File: src/rtl/dcache_wb_ctrl.sv
// Write-back/write-allocate D-cache controller: dirty-victim eviction, burst refill with critical-word capture, uncached bypass.
// Load hit completes in the request cycle; misses stall pipeline_ready while memory_valid is held until memory_ready.
module dcache_wb_ctrl #(
    parameter int WAYS       = 2,
    parameter int LINE_WORDS = 4,
    localparam int WAY_W     = (WAYS > 1) ? $clog2(WAYS) : 1,
    localparam int BEAT_W    = $clog2(LINE_WORDS)
) (
    input  logic              clk,
    input  logic              rst,
    input  logic [1:0]        is_dmem,
    input  logic              uncached,
    input  logic              hit,
    input  logic [WAY_W-1:0]  hit_way,
    input  logic [WAY_W-1:0]  victim_way,
    input  logic              victim_dirty,
    input  logic [BEAT_W-1:0] req_word,
    input  logic              memory_ready,
    output logic              memory_valid,
    output logic              memory_write,
    output logic              memory_uncached,
    output logic [BEAT_W-1:0] beat_idx,
    output logic              cache_we,
    output logic [WAY_W-1:0]  cache_way,
    output logic              is_data_from_mem,
    output logic              ret_we,
    output logic              dirty_set,
    output logic              dirty_clr,
    output logic              rbuf_we,
    output logic              en_r,
    output logic              pipeline_ready
);

    typedef enum logic [2:0] {
        IDLE   = 3'd0,
        WB     = 3'd1,
        REFILL = 3'd2,
        RESP   = 3'd3,
        ST_HIT = 3'd4,
        UNC    = 3'd5
    } state_t;

    localparam logic [BEAT_W-1:0] LAST_BEAT = BEAT_W'(LINE_WORDS - 1);
    localparam logic [BEAT_W-1:0] ONE_BEAT  = BEAT_W'(1);

    state_t            state, state_nxt;
    logic [BEAT_W-1:0] cnt, cnt_nxt;
    logic              op_store, op_store_nxt;
    logic [WAY_W-1:0]  way_q, way_nxt;

    logic is_store, is_load, req, last_beat;

    assign is_store  = is_dmem[1];
    assign is_load   = is_dmem[0];
    assign req       = is_store | is_load;
    assign last_beat = (cnt == LAST_BEAT);

    always_ff @(posedge clk or posedge rst) begin
        if (rst) begin
            state    <= IDLE;
            cnt      <= '0;
            op_store <= 1'b0;
            way_q    <= '0;
        end else begin
            state    <= state_nxt;
            cnt      <= cnt_nxt;
            op_store <= op_store_nxt;
            way_q    <= way_nxt;
        end
    end

    always_comb begin
        state_nxt    = state;
        cnt_nxt      = cnt;
        op_store_nxt = op_store;
        way_nxt      = way_q;
        case (state)
            IDLE: begin
                if (req) begin
                    if (uncached) begin
                        state_nxt = UNC;
                    end else if (hit) begin
                        // load hits retire in IDLE; only store hits need the array write cycle
                        if (is_store) begin
                            way_nxt      = hit_way;
                            op_store_nxt = 1'b1;
                            state_nxt    = ST_HIT;
                        end
                    end else begin
                        way_nxt      = victim_way;
                        op_store_nxt = is_store;
                        cnt_nxt      = '0;
                        state_nxt    = victim_dirty ? WB : REFILL;
                    end
                end
            end
            WB: begin
                if (memory_ready) begin
                    if (last_beat) begin
                        cnt_nxt   = '0;
                        state_nxt = REFILL;
                    end else begin
                        cnt_nxt = cnt + ONE_BEAT;
                    end
                end
            end
            REFILL: begin
                if (memory_ready) begin
                    if (last_beat) begin
                        cnt_nxt   = '0;
                        state_nxt = RESP;
                    end else begin
                        cnt_nxt = cnt + ONE_BEAT;
                    end
                end
            end
            RESP: begin
                // store misses merge the store data into the freshly refilled line
                state_nxt = op_store ? ST_HIT : IDLE;
            end
            ST_HIT: begin
                state_nxt = IDLE;
            end
            UNC: begin
                if (memory_ready) begin
                    state_nxt = IDLE;
                end
            end
            default: begin
                state_nxt = IDLE;
            end
        endcase
    end

    always_comb begin
        memory_valid     = 1'b0;
        memory_write     = 1'b0;
        memory_uncached  = 1'b0;
        beat_idx         = '0;
        cache_we         = 1'b0;
        cache_way        = '0;
        is_data_from_mem = 1'b0;
        ret_we           = 1'b0;
        dirty_set        = 1'b0;
        dirty_clr        = 1'b0;
        rbuf_we          = 1'b0;
        en_r             = 1'b0;
        pipeline_ready   = 1'b0;
        if (!rst) begin
            beat_idx = cnt;
            case (state)
                IDLE: begin
                    if (!req) begin
                        rbuf_we = 1'b1;
                        en_r    = 1'b1;
                    end else if (!uncached && hit && is_load) begin
                        rbuf_we        = 1'b1;
                        en_r           = 1'b1;
                        pipeline_ready = 1'b1;
                    end
                end
                WB: begin
                    memory_valid = 1'b1;
                    memory_write = 1'b1;
                    cache_way    = way_q;
                    dirty_clr    = memory_ready & last_beat;
                end
                REFILL: begin
                    memory_valid = 1'b1;
                    cache_way    = way_q;
                    if (memory_ready) begin
                        cache_we         = 1'b1;
                        is_data_from_mem = 1'b1;
                        ret_we           = (cnt == req_word) & ~op_store;
                    end
                end
                RESP: begin
                    if (!op_store) begin
                        pipeline_ready = 1'b1;
                        rbuf_we        = 1'b1;
                        en_r           = 1'b1;
                    end
                end
                ST_HIT: begin
                    cache_we       = 1'b1;
                    cache_way      = way_q;
                    dirty_set      = 1'b1;
                    pipeline_ready = 1'b1;
                    rbuf_we        = 1'b1;
                    en_r           = 1'b1;
                end
                UNC: begin
                    memory_valid    = 1'b1;
                    memory_uncached = 1'b1;
                    memory_write    = is_store;
                    beat_idx        = '0;
                    if (memory_ready) begin
                        ret_we           = is_load;
                        is_data_from_mem = 1'b1;
                        pipeline_ready   = 1'b1;
                        rbuf_we          = 1'b1;
                        en_r             = 1'b1;
                    end
                end
                default: begin
                    beat_idx = '0;
                end
            endcase
        end
    end

endmodule

File: config.mk
export PLATFORM = sky130hd
export DESIGN_NAME = dcache_wb_ctrl
export DESIGN_NICKNAME = d
export VERILOG_FILES = /design/src/rtl/dcache_wb_ctrl.sv
export SDC_FILE = /design/constraint.sdc
export NUM_CORES = 1
export LEC_CHECK = 0
export CAP_MARGIN = 0
export CORE_AREA = 5 5 56 58
export CTS_CLUSTER_DIAMETER = 30
export DETAILED_ROUTE_END_ITERATION = 8
export DIE_AREA = 0 0 61 63
export DONT_BUFFER_PORTS = 1
export GPL_TIMING_DRIVEN = 1
export MAX_ROUTING_LAYER = met4
export PLACE_DENSITY = 0.53
export SKIP_LAST_GASP = 1
export SLEW_MARGIN = 0
export SYNTH_ARGS = -nofsm -noshare
export SYNTH_HDL_FRONTEND = slang
export SYNTH_SLANG_ARGS = --single-unit
File: constraint.sdc
create_clock -name clk -period 3.5 [get_ports clk]
set_clock_uncertainty 0.05 [all_clocks]
set_input_delay 0.7 -clock clk [delete_from_list [all_inputs] [get_ports clk]]
set_output_delay 0.7 -clock clk [all_outputs]
set_load 0.05 [all_outputs]
==> flow_metrics.tcl <==
set metrics [dict create \
    p_leak_nw 0.343 \
    die-area_mm2 0.00384 \
    synth.distinct_cells 37 \
    grt_use_total_pct 11.9 \
    start_util_pct 28.7 \
    hold_violations 0 \
    gp_congestion 0.899 \
    critPathMaxFanout 15 \
    worst_slew_pin_slew_ps 889 \
    post-route-period-util_pct 79.1 \
    postRouteAntennaNets 0 \
    postCtsSetupRepairBufs 0 \
    syn_area_um2 749 \
    fin_setup_tns_ps 0 \
    hold_ws_ps 251 \
    cp_num_buf_inv 2 \
    cp.depth 6 \
    p_int_uw 359 \
    clk_pin_slew_ps 50 \
    antenna_found_initial 0 \
    nets 115 \
    hpwlAfterDp_um 1590 \
    fp-row-count 19 \
    switching_share_pct 54.9 \
    rr_worst_depth 4 \
    clockPowerShare_pct 9.2 \
    dpl_cell_area_um2 830 \
    slowest_delay_ps 570 \
    fmax_ghz 0.361 \
    comb_power_share_pct 65.8 \
    cellPowerDensity_mw_per_mm2 930 \
    critPathTopFamily "simple AND/OR/NAND/NOR gates" \
    synth_edf_count 0 \
    cts_buffers 3 \
    drv_slew 0 \
    maxCapViolCount 0 \
    synthArstFlopShare_pct 100 \
    first_pass_iters 4 \
    final_cell_mix "nand2_1, buf_4, nor2b_1" \
    syn_inst 93 \
    die_width_um 61 \
    synth_fp_nets 106 \
    outcome "completed" \
    pin_count 26 \
    grt-ovfl-total 0 \
    endpoint_kind "primary output" \
    rsz0062_at_grt "false" \
    cts_resized 0 \
    cp.arrival_ps 2020 \
    ys_seq_area_share_pct 23.4 \
    drc_errors 0 \
    synthFlopType "dfrtp_1" \
    period_needed_ps 2770 \
    cpMostUsedCell "buf_4" \
    clkSinkCount 7 \
    cp-start-kind "flop" \
    criticalPathCategory "reg -> out" \
    grt_first_pass_wirelength_um 3430 \
    wl_per_cell_um 15.5 \
    worstHoldPathType "in -> async" \
    wl_um 2050 \
    yosysWarningCount 0 \
    seqPwrFrac_pct 25.0 \
    grt_max_degree 16 \
    grt_pass1_vias 699 \
    diodes 0 \
    die-height_um 63 \
    drtIter0Drc 14 \
    yosys_register_bits 7 \
    numPortBuffers 0 \
    drive_gt1_share_pct 22.8 \
    clock-root-buffer "clkbuf_4" \
    peakVddDrop_v 0.000420 \
    ctsLongestPathBuffers 2 \
    setup_viol 0 \
    via_count 701 \
    path_cells "nor2_2 > nand2_1 > a21oi_2 > buf_4 > nor2b_1 > buf_4" \
    core_mm2 0.00262 \
    viasPerCell 5.31 \
    crit_required_ps 2750 \
    relSlewSlack_pct 40.7 \
    syn_area_per_cell_um2 8.06 \
    finalInstanceArea_um2 856 \
    p_sw_uw 437 \
    cts_tree "built" \
    holdBufCountCts 0 \
    area_growth_pct 14.2 \
    worstSkewPairLatency_ps 250 \
    htreeDepth 1 \
    cpMaxStageDelayCell "dfrtp_1" \
]
==> routing by layer <==
metal / vias up / GRT usage (%) / share of wire (%)
met5: - / - / 0
met4: 0 / 4.34 / 0.83
met3: 2 / 2.48 / 6.3
met2: 24 / 15.6 / 49
met1: 325 / 17.5 / 44
li1: 350 / - / -
==> flip-flops by register name (all words and copies together) (netlist names) <==
name and cells:
state 3, cnt 2, way_q 1, op_store 1
==> synthesized netlist by cell type (2+ instances only) <==
cell       n  area (um2)
nand3_1    2        10.0
nand2_1   10        37.5
o21ai_0    4        20.0
a21oi_1    4        20.0
buf_4      3        22.5
xnor2_1    3        26.3
xor2_1     2        17.5
o21ai_1    2        10.0
mux2i_1    2        20.0
nor2b_1    8        50.1
dfrtp_1    7         175
nand2b_1   3        18.8
o32ai_1    2        17.5
nor2_1     5        18.8
buf_6      2        22.5
nor3_1     7        35.0
inv_1      3        11.3
nand3b_1   2        15.0
and2_1     2        12.5
a31oi_1    2        12.5
mux2_1     2        22.5
==> power groups by stage <==
stage,Sequential (mW),Combinational [mW],Clock [mW]
floorplan,0.149,0.497,0
global placement,0.199,0.529,0
global route,0.211,0.570,0.0806
detailed placement,0.199,0.525,0
finish,0.199,0.523,0.0736
CTS,0.197,0.528,0.0759
==> worst register-to-register path, delay by kind of cell, from the launching register on <==
kind                   cells  cell delay (ps)
AO/OA/AOI/OAI              1              210
buffers and inverters      1              230
flip-flops                 1              470
multiplexers               1              340
AND/OR/NAND/NOR            1              290
==> path summary, 6_finish.rpt <==
kind | slack (ps) | from | endpoint
max | 730 | state[0]$_DFFE_PP0P_ | ret_we
min | 250 | rst | state[2]$_DFFE_PP0P_
max reg2reg | 1800 | state[1]$_DFFE_PP0P_ | cnt[0]$_DFFE_PP0P_
min reg2reg | 430 | way_q$_DFFE_PP0P_ | way_q$_DFFE_PP0P_
max in group asynchronous | 2900 | rst | cnt[1]$_DFFE_PP0P_
min in group clk | 430 | way_q$_DFFE_PP0P_ | way_q$_DFFE_PP0P_
==> area by class of cell <==
| cell class | instances | area, um2 |
|---|---|---|
| multi-input combinational | 77 | 529 |
| clock buffer | 4 | 26.3 |
| fill | 300 | 1760 |
| timing repair buffer | 10 | 75.1 |
| sequential | 7 | 175 |
| inverter | 3 | 11.3 |
| tap | 31 | 38.8 |
==> kinds of logic after synthesis <==
| kind of cell | Yosys count | synth area share [%] |
|---|---|---|
| flops | 7 | 23.4 |
| xor+xnor | 5 | 5.84 |
| mux | 4 | 5.68 |
| buf+inv | 9 | 8.01 |
| fa+ha+maj | 1 | 1.67 |
| simple gates | 44 | 32.6 |
| compound gates | 23 | 22.9 |
==> metrics by stage <==
stage / instances / utilization [%] / worst slack (ps) / total power, mW
global placement: 128 / 31.7 / 941 / 0.728
finish: 132 / 32.7 / 732 / 0.796
global route: 132 / 32.7 / 564 / 0.862
detailed placement: 128 / 31.7 / 938 / 0.724
floorplan: 93 / - / 264 / 0.646
CTS: 132 / 32.7 / 713 / 0.801
Note: power is estimated with default switching activity, not from simulation.
